File: config.mk
export PLATFORM = sky130hd
export DESIGN_NAME = fifos_to_axi4lite_master
export DESIGN_NICKNAME = d
export VERILOG_FILES = /design/src/rtl/fifos_to_axi4lite_master_pkg.sv /design/src/rtl/fifos_to_axi4lite_master_fifo_pop_fetch.sv /design/src/rtl/fifos_to_axi4lite_master.sv
export SDC_FILE = /design/constraint.sdc
export NUM_CORES = 1
export LEC_CHECK = 0
export BUFFER_PORTS_ARGS = -buffer_cell sky130_fd_sc_hd__buf_2
export CAP_MARGIN = 20
export CORE_AREA = 2 2 157 159
export DETAILED_ROUTE_END_ITERATION = 8
export DIE_AREA = 0 0 159 161
export HOLD_SLACK_MARGIN = 0.02
export SLEW_MARGIN = 30
export SYNTH_ARGS = -nofsm -noshare
export SYNTH_HDL_FRONTEND = slang
export SYNTH_SLANG_ARGS = --single-unit
File: constraint.sdc
create_clock -name clk_main_a0 -period 1.9 [get_ports clk_main_a0]
set_clock_uncertainty 0.2 [all_clocks]
set_input_delay 0 -clock clk_main_a0 [delete_from_list [all_inputs] [get_ports clk_main_a0]]
set_output_delay 0 -clock clk_main_a0 [all_outputs]
set_load 0.005 [all_outputs]
File: src/rtl/fifos_to_axi4lite_master_pkg.sv
// fifos_to_axi4lite_master shared types and constants.
// FSM states, AXI response codes and field helpers.
package fifos_to_axi4lite_master_pkg;

  typedef enum logic [2:0] {
    S_IDLE,
    S_FETCH,
    S_WR_REQ,
    S_WR_RESP,
    S_RD_REQ,
    S_RD_RESP,
    S_PUSH
  } state_e;

  localparam logic [1:0] RESP_OKAY   = 2'b00;
  localparam logic [1:0] RESP_SLVERR = 2'b10;

  // Command entry is {is_write, addr, wdata}; response is {is_write, resp, rdata}.
  localparam int CMD_EXTRA = 1;
  localparam int RSP_EXTRA = 3;

  function automatic logic resp_err(input logic [1:0] r);
    return r != RESP_OKAY;
  endfunction

endpackage

File: src/rtl/fifos_to_axi4lite_master_fifo_pop_fetch.sv
// Command FIFO pop and read-latency alignment.
// Pops once, then presents the entry when it is valid.
module fifo_pop_fetch #(
  parameter int CMD_W      = 65,
  parameter int RD_LATENCY = 2
) (
  input  logic             clk_main_a0,
  input  logic             rst_main_sync,
  input  logic             start,
  output logic             fifo_cmd_rd,
  input  logic [CMD_W-1:0] fifo_cmd_dout,
  output logic             cmd_valid,
  output logic [CMD_W-1:0] cmd
);

  logic       active;
  logic [7:0] cnt;

  assign cmd_valid = active && (cnt == 8'd0);
  assign cmd       = fifo_cmd_dout;

  // Issue a one-cycle pop, then count down the FIFO read latency.
  always_ff @(posedge clk_main_a0) begin
    if (rst_main_sync) begin
      fifo_cmd_rd <= 1'b0;
      active      <= 1'b0;
      cnt         <= 8'd0;
    end else begin
      fifo_cmd_rd <= 1'b0;
      if (start && !active) begin
        fifo_cmd_rd <= 1'b1;
        active      <= 1'b1;
        cnt         <= 8'(RD_LATENCY);
      end else if (active) begin
        if (cnt == 8'd0) active <= 1'b0;
        else cnt <= cnt - 8'd1;
      end
    end
  end

endmodule

File: src/rtl/fifos_to_axi4lite_master.sv
// AXI4-Lite master fed by a command FIFO.
// One transaction in flight; results go to a response FIFO.
module fifos_to_axi4lite_master
  import fifos_to_axi4lite_master_pkg::*;
#(
  parameter int ADDR_WIDTH = 32,
  parameter int DATA_WIDTH = 32,
  parameter int RD_LATENCY = 2
) (
  input  logic                               clk_main_a0,
  input  logic                               rst_main_sync,
  output logic                               fifo_cmd_rd,
  input  logic [CMD_EXTRA+ADDR_WIDTH+DATA_WIDTH-1:0] fifo_cmd_dout,
  input  logic                               fifo_cmd_empty,
  output logic                               fifo_rsp_wr,
  output logic [RSP_EXTRA+DATA_WIDTH-1:0]    fifo_rsp_din,
  input  logic                               fifo_rsp_full,
  output logic                               awvalid,
  output logic [ADDR_WIDTH-1:0]              awaddr,
  input  logic                               awready,
  output logic                               wvalid,
  output logic [DATA_WIDTH-1:0]              wdata,
  output logic [DATA_WIDTH/8-1:0]            wstrb,
  input  logic                               wready,
  input  logic                               bvalid,
  input  logic [1:0]                         bresp,
  output logic                               bready,
  output logic                               arvalid,
  output logic [ADDR_WIDTH-1:0]              araddr,
  input  logic                               arready,
  input  logic                               rvalid,
  input  logic [DATA_WIDTH-1:0]              rdata,
  input  logic [1:0]                         rresp,
  output logic                               rready,
  output logic                               busy,
  output logic [15:0]                        txn_count,
  output logic                               err_sticky
);

  localparam int CMD_W = CMD_EXTRA + ADDR_WIDTH + DATA_WIDTH;

  state_e                  state;
  logic                    start;
  logic                    cmd_valid;
  logic [CMD_W-1:0]        cmd;
  logic                    cmd_is_wr;
  logic [ADDR_WIDTH-1:0]   cmd_addr;
  logic [DATA_WIDTH-1:0]   cmd_data;
  logic                    rsp_is_wr;
  logic [1:0]              rsp_resp;
  logic [DATA_WIDTH-1:0]   rsp_data;
  logic                    aw_done;
  logic                    w_done;

  assign start     = (state == S_IDLE) && !fifo_cmd_empty && !fifo_rsp_full;
  assign busy      = (state != S_IDLE);
  assign cmd_is_wr = cmd[CMD_W-1];
  assign cmd_addr  = cmd[CMD_W-2 -: ADDR_WIDTH];
  assign cmd_data  = cmd[DATA_WIDTH-1:0];
  assign aw_done   = !awvalid || awready;
  assign w_done    = !wvalid || wready;

  fifo_pop_fetch #(
    .CMD_W      (CMD_W),
    .RD_LATENCY (RD_LATENCY)
  ) u_fetch (
    .clk_main_a0   (clk_main_a0),
    .rst_main_sync (rst_main_sync),
    .start         (start),
    .fifo_cmd_rd   (fifo_cmd_rd),
    .fifo_cmd_dout (fifo_cmd_dout),
    .cmd_valid     (cmd_valid),
    .cmd           (cmd)
  );

  // Transaction FSM with registered AXI and response-FIFO outputs.
  always_ff @(posedge clk_main_a0) begin
    if (rst_main_sync) begin
      state        <= S_IDLE;
      awvalid      <= 1'b0;
      awaddr       <= '0;
      wvalid       <= 1'b0;
      wdata        <= '0;
      wstrb        <= '0;
      bready       <= 1'b0;
      arvalid      <= 1'b0;
      araddr       <= '0;
      rready       <= 1'b0;
      fifo_rsp_wr  <= 1'b0;
      fifo_rsp_din <= '0;
      rsp_is_wr    <= 1'b0;
      rsp_resp     <= 2'b00;
      rsp_data     <= '0;
      txn_count    <= 16'd0;
      err_sticky   <= 1'b0;
    end else begin
      fifo_rsp_wr <= 1'b0;
      case (state)
        S_IDLE: begin
          if (start) state <= S_FETCH;
        end
        S_FETCH: begin
          if (cmd_valid) begin
            rsp_is_wr <= cmd_is_wr;
            if (cmd_is_wr) begin
              awaddr  <= cmd_addr;
              wdata   <= cmd_data;
              wstrb   <= '1;
              awvalid <= 1'b1;
              wvalid  <= 1'b1;
              state   <= S_WR_REQ;
            end else begin
              araddr  <= cmd_addr;
              arvalid <= 1'b1;
              state   <= S_RD_REQ;
            end
          end
        end
        S_WR_REQ: begin
          if (awready) awvalid <= 1'b0;
          if (wready) wvalid <= 1'b0;
          if (aw_done && w_done) begin
            bready <= 1'b1;
            state  <= S_WR_RESP;
          end
        end
        S_WR_RESP: begin
          if (bvalid) begin
            bready   <= 1'b0;
            rsp_resp <= bresp;
            rsp_data <= '0;
            state    <= S_PUSH;
          end
        end
        S_RD_REQ: begin
          if (arready) begin
            arvalid <= 1'b0;
            rready  <= 1'b1;
            state   <= S_RD_RESP;
          end
        end
        S_RD_RESP: begin
          if (rvalid) begin
            rready   <= 1'b0;
            rsp_resp <= rresp;
            rsp_data <= rdata;
            state    <= S_PUSH;
          end
        end
        S_PUSH: begin
          if (!fifo_rsp_full) begin
            fifo_rsp_wr  <= 1'b1;
            fifo_rsp_din <= {rsp_is_wr, rsp_resp, rsp_data};
            txn_count    <= txn_count + 16'd1;
            if (resp_err(rsp_resp)) err_sticky <= 1'b1;
            state        <= S_IDLE;
          end
        end
        default: state <= S_IDLE;
      endcase
    end
  end

endmodule

==> impl_metrics.toml <==
[status]
run_status = "complete, but fails checks"
failed_checks = "setup timing"

[floorplan]
ios = 270
fp-row-count = 57
fp.coreArea_sq_um = 24000
die_area_sq_um = 25600
die_width_microns = 159
effective_utilization_at_floorplan_pct = 31.3
floorplan.die.height_microns = 161

[routing]
routed_wire_length_per_instance_microns = 15.5
drc = 0
wl_microns = 25600
route.vias.total = 7726
post_drt_via_cell_ratio = 4.68
postRouteAntennaNets = 0
drt-initial-drc-count = 444
drt_pass1_iterations = 5

[timing]
timing.max_slew.rel_slack_pct = 72.4
setup_repair_after_global_routing_missed_its_margin = "true"
fmax_mhz = 493
finalCritPeriodShare_pct = 107
hold_viol_final = 0
finalWorstSetupSlack_ns = -0.127
setup_tns_ns = -3.54
time_the_worst_path_needs_with_i_o_delays_and_setup_ns = 2.03
slew_at_the_pin_closest_to_its_max_slew_limit_ns = 0.403
setup_viol = 78
timing.final.max_slew_violations = 0

[power]
leakagePower_uw = 0.00508
power_per_cell_area_nw_per_um2 = 770
worst_supply_voltage_drop_on_vdd_mv = 0.575

[global_routing]
grt_first_pass_wirelength_microns = 36600
grt.overflow.total = 0
largest_net_degree_at_the_start_of_global_routing = 54
track_usage_pct = 17.0
antenna_violations_before_repair = 0
grt_pass1_vias = 7227

[placement]
dp.cells = 1470
gp_congestion = 0.800
port_buffers = 269
dp.final_hpwl_microns = 14100

[critical_path]
setup.worst_path.start_class = "flip-flop"
crit_path_end_kind = "flip-flop"
timing.critical_path.fanout_max = 12
worst-endpoint-required_ns = 2.07
timing_worst_setup_path_type = "reg2reg"
cp_data_arrival_time_ns = 2.20

[layout]
final_core_util_pct = 51.0
layout.nets = 1425
layout_cells_sized_above_1_pct = 33.9
flow.area_growth_from_synthesis_pct = 62.8
layout.cells.non_filler = 1651
num_antenna_cells = 0

[synth]
post-synth-top-area-fraction_pct = 54.1
yosys-top-cells-area = "dfxtp_1 (54%), nand2_1 (12%), a21oi_1 (9.6%)"
synth_enable_flop_cells = 0
synth_fp_nets = 1013
yosysMostFrequentCell = "nand2_1"
synth_flop_cell = "dfxtp_1"
synthDistinctLibCells = 43
postSynthAreaPerCell_sq_um = 8.34
syn_inst = 900
synth.cells.most_frequent = "nand2_1 (246), dfxtp_1 (203), a21oi_1 (144), nor2_1 (75), clkbuf_1 (41)"
async_reset_ff_share_pct = 0
yosysSeqAreaShare_pct = 54.1
netlist_area_sq_um = 7510
synth_largest_area_cell = "dfxtp_1"
postSynthRegisterBits = 203
yosys_warnings = 0

[clock_tree]
clockBufferDepth = 3
cts_root_buf = "clkbuf_16"
clkTransAtPathRegs_ns = 0.06
cts_bufs_inserted = 23
cts_num_sinks = 203
tritoncts_clock_tree = "yes"
cts.htree.levels = 1
worstSkewPairLatency_ns = 0.51

[flow_run]
drv.max_cap_violation_count = 0

[hold_path]
min-delay-path-class = "in2reg"
==> sequential cells by signal, summed over array words and instances (netlist names) <==
| signal | flops |
|---|---|
| awaddr | 32 |
| bready | 1 |
| u_fetch.fifo_cmd_rd | 1 |
| err_sticky | 1 |
| wdata | 32 |
| state | 3 |
| txn_count | 16 |
| wstrb | 1 |
| u_fetch.cnt | 8 |
| arvalid | 1 |
| rsp_is_wr | 1 |
| araddr | 32 |
| wvalid | 1 |
| rsp_resp | 2 |
| u_fetch.active | 1 |
| rsp_data | 32 |
| awvalid | 1 |
| rready | 1 |
| fifo_rsp_wr | 1 |
| fifo_rsp_din | 35 |
==> placed cells by master (no fill, tap or decap), types with 5 or more instances in the layout <==
| master | count |
|---|---|
| a21oi_1 | 117 |
| a21oi_2 | 27 |
| buf_12 | 14 |
| buf_2 | 268 |
| buf_4 | 30 |
| buf_6 | 10 |
| clkbuf_1 | 6 |
| clkbuf_16 | 32 |
| dfxtp_1 | 199 |
| dlygate4sd3_1 | 111 |
| inv_1 | 10 |
| mux2i_1 | 32 |
| nand2_1 | 229 |
| nand2_4 | 13 |
| nand3_1 | 28 |
| nand3_2 | 9 |
| nand4_1 | 8 |
| nor2_1 | 73 |
| o21ai_0 | 8 |
| xnor2_1 | 5 |
| xor2_1 | 14 |
==> metal layers <==
metal  wire (microns)  GRT usage, %  share of wire (%)
met1            11200          21.6                 44
met2            12300          29.2                 48
met3             1510          3.78                5.9
met4              686          4.55                2.7
met5                0             0                  0
==> worst paths after layout <==
path / slack (ns) / endpoint / cells after the start / startpoint
max: -0.13 / araddr[31] / 8 / u_fetch.active
min: 0.07 / arvalid / 3 / arready
max reg2reg: -0.13 / araddr[31] / 8 / u_fetch.active
min reg2reg: 0.25 / fifo_rsp_din[24] / 2 / fifo_rsp_din[24]
==> power breakdown <==
part	leakage (uW)	internal (uW)	total, uW	switching [uW]
combinational	0.00307	380	698	318
clock	0.000368	2650	4400	1750
sequential	0.00164	4290	4310	20.9
==> layout make-up <==
class                           count  area (sq um)
Clock inverter                      7          92.6
Timing Repair Buffer              450          3470
Clock buffer                       33           653
Sequential cell                   203          4070
Inverter                           11          45.0
Tap cell                          324           405
Fill cell                        2206         11700
Multi-Input combinational cell    623          3480
==> cells by family after synthesis <==
family                   Yosys count  synth area share (%)
AO/OA/AOI/OAI                    169                  12.0
multiplexers                      34                  4.53
adder cells (fa/ha/maj)            3                 0.500
flip-flops                       203                  54.1
AND/OR/NAND/NOR                  398                  22.2
XOR/XNOR                          19                  2.22
buffers and inverters             74                  4.38
==> worst max-delay path, stage by stage, from the launching register on <==
cell      delay, ns
dfxtp_1        0.35
nor4bb_4       0.30
nand4_1        0.18
buf_6          0.17
nor2_4         0.10
buf_4          0.13
buf_12         0.14
mux2i_1        0.22
nor2_1         0.07
==> through the flow <==
step	total power, uW	setup slack, ns	area [sq um]	hold slack (ns)
4_1_cts	9450	-0.0795	11400	-0.458
3_3_place_gp	4840	-0.0373	9460	0.0265
5_1_grt	9750	-0.230	12200	0.0720
2_1_floorplan	4600	-0.0244	7530	-0.0848
3_5_place_dp	4840	-0.0945	9460	0.0335
6_report	9410	-0.127	12200	0.0676
==> timing repair <==
item / CTS / global route
hold endpoints to repair: 203 / 21
pin swaps: 2 / 51
gates resized for setup: 12 / 99
setup endpoints to repair: 97 / 155
hold buffers: 109 / 2
setup buffers: 5 / 8
cloned: 2 / 15
No activity file was read; power rests on OpenSTA's default activity.
